===== src/rtl/systolic_feed_ctrl.sv =====
// Diagonal skew feeder: row i shows a beat i+1 edges after acceptance; start/done pulses bracket each tile.
// Backpressure: in_ready drops for the N drain cycles after a last beat; bubbles feed zero/invalid slots.
module systolic_feed_ctrl #(
    parameter int N  = 3,
    parameter int DW = 8,
    parameter int CW = 8
) (
    input  logic            clk,
    input  logic            rst_n,
    input  logic            in_valid,
    output logic            in_ready,
    input  logic [N*DW-1:0] in_data,
    input  logic            in_last,
    output logic            start_out,
    output logic [N*DW-1:0] row_data,
    output logic [N-1:0]    row_valid,
    output logic            busy,
    output logic            done,
    output logic [CW-1:0]   tile_beats
);

    localparam int DCW = (N > 2) ? $clog2(N) : 1;

    typedef enum logic [1:0] {
        IDLE   = 2'd0,
        STREAM = 2'd1,
        DRAIN  = 2'd2
    } state_t;

    state_t         state;
    logic [DCW-1:0] drain_cnt;
    logic [CW-1:0]  beat_cnt;
    logic           fire;
    logic [CW-1:0]  beat_nxt;

    assign in_ready = (state != DRAIN);
    assign fire     = in_valid & in_ready;

    // First beat of a tile restarts the count at 1; later beats saturate.
    always_comb begin
        beat_nxt = beat_cnt;
        if (state == IDLE)
            beat_nxt = {{(CW-1){1'b0}}, 1'b1};
        else if (beat_cnt != {CW{1'b1}})
            beat_nxt = beat_cnt + 1'b1;
    end

    always_ff @(posedge clk) begin
        if (!rst_n) begin
            state      <= IDLE;
            drain_cnt  <= '0;
            beat_cnt   <= '0;
            start_out  <= 1'b0;
            busy       <= 1'b0;
            done       <= 1'b0;
            tile_beats <= '0;
        end else begin
            start_out <= fire && (state == IDLE);
            done      <= 1'b0;
            if (fire)
                beat_cnt <= beat_nxt;
            case (state)
                IDLE, STREAM: begin
                    if (fire) begin
                        busy <= 1'b1;
                        if (in_last) begin
                            state      <= DRAIN;
                            drain_cnt  <= DCW'(N-1);
                            tile_beats <= beat_nxt;
                        end else begin
                            state <= STREAM;
                        end
                    end
                end
                DRAIN: begin
                    // done lines up with the last beat reaching row N-1; leave one edge later.
                    if (done) begin
                        state <= IDLE;
                        busy  <= 1'b0;
                    end else begin
                        drain_cnt <= drain_cnt - 1'b1;
                        if (drain_cnt == DCW'(1))
                            done <= 1'b1;
                    end
                end
                default: begin
                    state <= IDLE;
                    busy  <= 1'b0;
                end
            endcase
        end
    end

    // Element i is captured with row 0 and then delayed i more edges; invalid slots carry zero.
    for (genvar i = 0; i < N; i++) begin : g_row
        logic [DW-1:0] dly_dat [0:i];
        logic          dly_vld [0:i];

        always_ff @(posedge clk) begin
            if (!rst_n) begin
                for (int k = 0; k <= i; k++) begin
                    dly_dat[k] <= '0;
                    dly_vld[k] <= 1'b0;
                end
            end else begin
                dly_vld[0] <= fire;
                dly_dat[0] <= fire ? in_data[i*DW +: DW] : '0;
                for (int k = 1; k <= i; k++) begin
                    dly_vld[k] <= dly_vld[k-1];
                    dly_dat[k] <= dly_dat[k-1];
                end
            end
        end

        assign row_data[i*DW +: DW] = dly_dat[i];
        assign row_valid[i]         = dly_vld[i];
    end

endmodule


===== config.mk =====
export PLATFORM = sky130hd
export DESIGN_NAME = systolic_feed_ctrl
export DESIGN_NICKNAME = d
export VERILOG_FILES = /design/src/rtl/systolic_feed_ctrl.sv
export SDC_FILE = /design/constraint.sdc
export NUM_CORES = 1
export LEC_CHECK = 0
export BUFFER_PORTS_ARGS = -buffer_cell sky130_fd_sc_hd__buf_2
export CORE_MARGIN = 3
export CORE_UTILIZATION = 45
export CTS_BUF_LIST = sky130_fd_sc_hd__clkbuf_4 sky130_fd_sc_hd__clkbuf_8
export DETAILED_ROUTE_END_ITERATION = 7
export GPL_ROUTABILITY_DRIVEN = 0
export GPL_TIMING_DRIVEN = 0
export PLACE_DENSITY = 0.69
export SLEW_MARGIN = 20
export SYNTH_ARGS = -nofsm -noshare
export SYNTH_HDL_FRONTEND = slang
export SYNTH_SLANG_ARGS = --single-unit

===== constraint.sdc =====
create_clock -name clk -period 1.7 [get_ports clk]
set_input_delay 0.34 -clock clk [delete_from_list [all_inputs] [get_ports clk]]
set_output_delay 0.34 -clock clk [all_outputs]
set_load 0.02 [all_outputs]

==> Yosys cells after proc, flatten, opt, wreduce, memory -nomap -nowiden <==
Memory sizes are Yosys's and may differ from the RTL's.
Index checks and enable logic that the tools add are counted.
{ "totals": {"regBits": 23, "latch_bits": 0, "ramBits": 54, "romBits": 0, "inputBits": 28, "out_inout_bits": 39, "memories": 6} }
{ "mem_list": {"columns": ["name", "words", "word_bits", "rd", "rd_ports_with_merged_regs", "wr", "line_no", "rtl"], "rows": [
  ["g_row[2].dly_dat", 3, 8, 3, 0, 3, "96", "logic [DW-1:0] dly_dat [0:i];"],
  ["g_row[1].dly_dat", 2, 8, 2, 0, 2, "96", null],
  ["g_row[0].dly_dat", 1, 8, 1, 0, 1, "96", null],
  ["g_row[2].dly_vld", 3, 1, 3, 0, 3, "97", "logic dly_vld [0:i];"],
  ["g_row[1].dly_vld", 2, 1, 2, 0, 2, "97", null],
  ["g_row[0].dly_vld", 1, 1, 1, 0, 1, "97", null]
]} }
{ "op_classes": {"n_addsub": 2, "n_mul": 0, "div_mod_pow": 0, "magnitude_cmp": 0, "n_eq_ne": 9, "shifts": 0, "mux": 33, "bitwise": 13, "reduce_logical": 10} }
{ "op_table": {"columns": ["op", "count"], "rows": [
  ["$mux 8", 11],
  ["$mux 1", 13],
  ["$mux 2", 6],
  ["$ne 2x2->1 const B", 5],
  ["$or 1x1->1", 10],
  ["$add 8x1->8 const B", 1],
  ["$ne 8x8->1 const B", 1],
  ["$pmux 2 s2", 2],
  ["$reduce_or 8->1", 1],
  ["$eq 2x1->1 const B", 2],
  ["$reduce_and 4->1", 1],
  ["$reduce_and 3->1", 1],
  ["$reduce_or 3->1", 1],
  ["$eq 2x2->1 const B", 1],
  ["$logic_not 2->1", 1],
  ["$not 1->1", 2],
  ["$pmux 1 s2", 1],
  ["$reduce_and 2->1", 1],
  ["$reduce_bool 2->1", 1],
  ["$reduce_or 2->1", 1],
  ["$sub 2x1->2 const B", 1],
  ["$and 1x1->1", 1],
  ["$logic_and 1x1->1", 1],
  ["$reduce_or 1->1", 1]
]} }

==> Logic depth before layout (Yosys ltp) <==
{ "logic_depth": {"ltp_word": 4, "ltp_mapped": 5} }

==> Worst setup path after synthesis <==
No wires, ideal clock.
{ "synth_path": {"path_kind": "reg2reg", "startpoint": "register beat_cnt[0]", "endpoint": "register beat_cnt[5]", "t_arrival_ns": 1.387, "setup_slack_ns": 0.210, "path_stages_with_launch": 6, "path_buffers": 0, "path_cell_list": "dfxtp_1 ha_1 nand3_2 nor2_8 nor3_1 a2111oi_2"} }
{ "synth_via": {"elab_chain_cells": 3} }
{ "synth_rtl": {"columns": ["element", "line_no", "rtl"], "rows": [
  ["start: declaration", "32", "logic [CW-1:0] beat_cnt;"],
  ["start signal: assignment", "61", "beat_cnt <= beat_nxt;"],
  ["$add 8x1->8 or $ne 8x8->1 (tied branches)", "45, 44", null],
  ["$mux 8 (*)", "44", "else if (beat_cnt != {CW{1'b1}})"],
  ["$mux 8 (*)", "42", "if (state == IDLE)"]
]} }
Every way passes the cells marked *; elsewhere a longest branch is shown, timed or not.
A chain may end at the register's enable or synchronous reset.

==> Worst setup path in the final report <==
{ "layout_path": {"startpoint": "register beat_cnt[1]", "endpoint": "register beat_cnt[5]"} }
The elaborated chain is that of the path after synthesis.

==> results by group <==
Clock network
  • H-Tree Depth: 3
  • Skew-Pair Late Insertion Delay: 0.35 ns
  • Clock buffer depth: 2
  • Num CTS Buffers: 9
  • CTS tree: done
  • CTS root buf: clkbuf_8
  • Reg clk slew, reported paths: 0.08 ns
  • Setup bufs post-CTS: 0
  • CTS Hold Bufs: 0
  • Clock sink total: 75

Timing
  • Highest Clock Rate: 0.638 GHz
  • Final min period: about 1.6 ns
  • RSZ-0062 raised after global routing: no
  • Fin crit share: 92.2%
  • Worst Max-Slew Pin Slew: around 0.48 ns
  • Hold_ws: between 0.2 and 0.25 ns
  • Worst slew margin: 68.2%
  • Setup TNS: 0 ns
  • Final Hold Fails: 0
  • Final critical-path setup slack: 0.133 ns
  • Setup clock skew after layout: 0.00946 ns
  • Pins Over Slew Limit: 0
  • # setup viols final: 0

Route
  • # DRC: 0
  • TritonRoute pass-1 iters: 4
  • First DRT Iteration DRCs: 68
  • Via count: 2,053
  • Drt wl/cell: 13.4 um
  • Vias per cell: around 4.9
  • Post-DRT Antenna Nets: 0
  • Routed WL: 5590 um

Setup path
  • R2r worst-path depth: 5
  • FF-to-FF End: beat_cnt[5]$_SDFFE_PN0P_
  • CP Data Arrival Time: 1.81 ns
  • Cells traversed along the worst timing path: ha_4 -> nand3_2 -> nor2_8 -> nor3_1 -> a2111oi_2
  • Kind of critical path: register to register
  • R2R Setup Slk: 0.13 ns
  • CP max FO: 9
  • Worst EP required: 1.94 ns
  • Crit end category: register
  • Start of the worst register-to-register path: beat_cnt[1]$_SDFFE_PN0P_
  • Slowest CP cell: dfxtp_1
  • Critical Path Max Stage Delay: 0.47 ns
  • CP startpoint kind: register

Power
  • VDD IR-drop max: 581 uV
  • LEAKAGE: 0.00164 uW
  • PD cells: 1060 nW/um2

Global routing
  • Total grt overflow: 0
  • Initial antenna violation count: 0
  • All-Layer GR Usage: 17.0%
  • First-pass GRT wire length: 9340 um
  • Largest net degree at the start of global routing: 14
  • Vias in the first global route: roughly 2k

Flow run
  • Max_cap viols: 0

Synthesis
  • Post-synth EDFFs: 0
  • Most numerous cell in the Yosys netlist: dfxtp_1
  • Post-synthesis cell type count: 46
  • Async SR Flop Fraction: 0%
  • Synthesized area per cell: 10.2 um2
  • Synth cell count leaders: 75 x dfxtp_1, 28 x and3_1, 26 x and2_1
  • Sequential element share of the synthesized area: a little under three fifths
  • Syn Nets: 294
  • FF+latch count, synth: 75
  • Leading area contributor after synthesis: dfxtp_1
  • Main flop type after synthesis: dfxtp_1
  • Dominant cells by area after synthesis: dfxtp_1 56%, and3_1 6.5%, and2_1 6.0%
  • Total number of yosys warnings: 0
  • Synth Instances: ~260
  • Share of Yosys cell area claimed by the top area cell type: 55.7%
  • Synthesized cell area: 2700 um2

Min path
  • Min-delay worst type: input pin to register
  • Min-delay src: in_last
  • Worst hold stages: 2
  • Min-Delay Endpoint: state[0]$_SDFFE_PN0P_

Final layout
  • Share of cells above drive strength 1: 34.1%
  • Utilization after layout: 59.1%
  • Post-layout nets: 371
  • FILL cells: 503
  • Diode count: 0
  • Fin cells: 418
  • Layout Area Growth over Synthesis: 23.7%

Place
  • Pre-CTS WS: -0.0486 ns
  • IO Port Bufs: 66
  • Post-DP HPWL: 3860 um
  • Placed Cells incl. Taps: 402

Run status
  • Status: complete, no violations

Die
  • Die area: ~7000 um2
  • Chip Height: 83.4 um
  • Placeable Area: 5640 um2
  • Initial core utilization: a little under half
  • Die Span X: ~83 um
  • FP Rows: 27
  • IO Pins: 67
-- cells in the final DEF (no fill, tap or decap), types with 2 or more instances in the layout --
master / synthesis / final
dfxtp_1: 75 / 74
clkbuf_8: 2 / 12
and2_1: 26 / 26
o21ai_0: 8 / 8
a21oi_1: 10 / 10
buf_2: 1 / 67
o31ai_1: 4 / 4
nor2_1: 15 / 15
inv_1: 2 / 2
nand3_1: 3 / 3
nor2b_1: 2 / 2
and3_1: 28 / 28
nor3_1: 7 / 7
o211a_1: 2 / 2
clkbuf_1: 8 / 8
buf_4: 21 / 21
nand2b_1: 2 / 2
mux2i_1: 2 / 2
a31oi_1: 3 / 3
nand2_1: 16 / 16
-- area by class of cell --
type	count	area (um2)	share of cell area (%)
plain buffers	34	236	7.09
clock buffers	11	145	4.35
clock inverters	5	60.1	1.80
inverters	2	7.51	0.225
multi-input cells	153	963	28.9
flip-flops and latches	75	1500	45.0
well taps	72	90.1	2.70
repair buffers	66	330	9.90
-- registers in the layout, indices dropped and copies added, names as in the netlist --
name and cells:
busy 1, state 2, done 1, g_row.dly_dat 48
g_row.dly_vld 4, start_out 1, beat_cnt 8, tile_beats 8
drain_cnt 2
-- critical path, delay by kind of cell, from the launching register on --
kind / cells / cell delay, ns
AO/OA/AOI/OAI: 1 / 0.27
flip-flops: 1 / 0.47
AND/OR/NAND/NOR: 3 / 0.52
adder cells (fa/ha/maj): 1 / 0.22
-- logic make-up (layout without fill, tap and decap cells) --
family | Yosys count | count (layout) | synth area share [%]
AND/OR/NAND/NOR | 110 | 110 | 23.7
flip-flops | 75 | 75 | 55.7
AO/OA/AOI/OAI | 38 | 38 | 9.56
buffers and inverters | 36 | 118 | 9.05
adder cells (fa/ha/maj) | 2 | 2 | 0.928
multiplexers | 2 | 2 | 0.742
XOR/XNOR | 1 | 1 | 0.325
-- power by group --
group / total (uW) / switching [uW] / internal, uW
Clock: 1410 / 669 / 740
Combinational: 271 / 153 / 117
Sequential: 1840 / 26.8 / 1810
Total: 3520 / 849 / 2670
-- worst max-delay path by stage --
stage                                   startpoint                  endpoint  slack (ns)  depth (start not counted)
after floorplan           beat_cnt[0]$_SDFFE_PN0P_  beat_cnt[5]$_SDFFE_PN0P_        0.21                          5
after global placement    beat_cnt[0]$_SDFFE_PN0P_  beat_cnt[5]$_SDFFE_PN0P_      -0.009                          5
after detailed placement  beat_cnt[0]$_SDFFE_PN0P_  beat_cnt[5]$_SDFFE_PN0P_       -0.05                          5
after CTS                 beat_cnt[1]$_SDFFE_PN0P_  beat_cnt[5]$_SDFFE_PN0P_        0.08                          5
after global routing      beat_cnt[1]$_SDFFE_PN0P_  beat_cnt[5]$_SDFFE_PN0P_        0.02                          5
final                     beat_cnt[1]$_SDFFE_PN0P_  beat_cnt[5]$_SDFFE_PN0P_        0.13                          5
-- metrics by stage --
step                      cell area, um2  power [uW]
after floorplan                     2700        2050
after global placement              3120        2140
after detailed placement            3120        2150
after CTS                           3330        3540
after global routing                3340        3680
final                               3340        3520
-- metal layers --
| layer | vias up | GRT usage (%) | share of wire, % |
|---|---|---|---|
| met5 | - | 0 | 0 |
| li1 | 1039 | - | - |
| met3 | 12 | 3.97 | 5.8 |
| met4 | 0 | 10.1 | 2.6 |
| met1 | 931 | 21.3 | 46 |
| met2 | 71 | 26.3 | 45 |
-- repair_timing --
action                     in CTS  in global routing
gates resized for setup         2                  1
setup endpoints to repair       4                  1
cloned                          0                  0
hold endpoints to repair        0                  0
(Power assumes the default switching activity.)
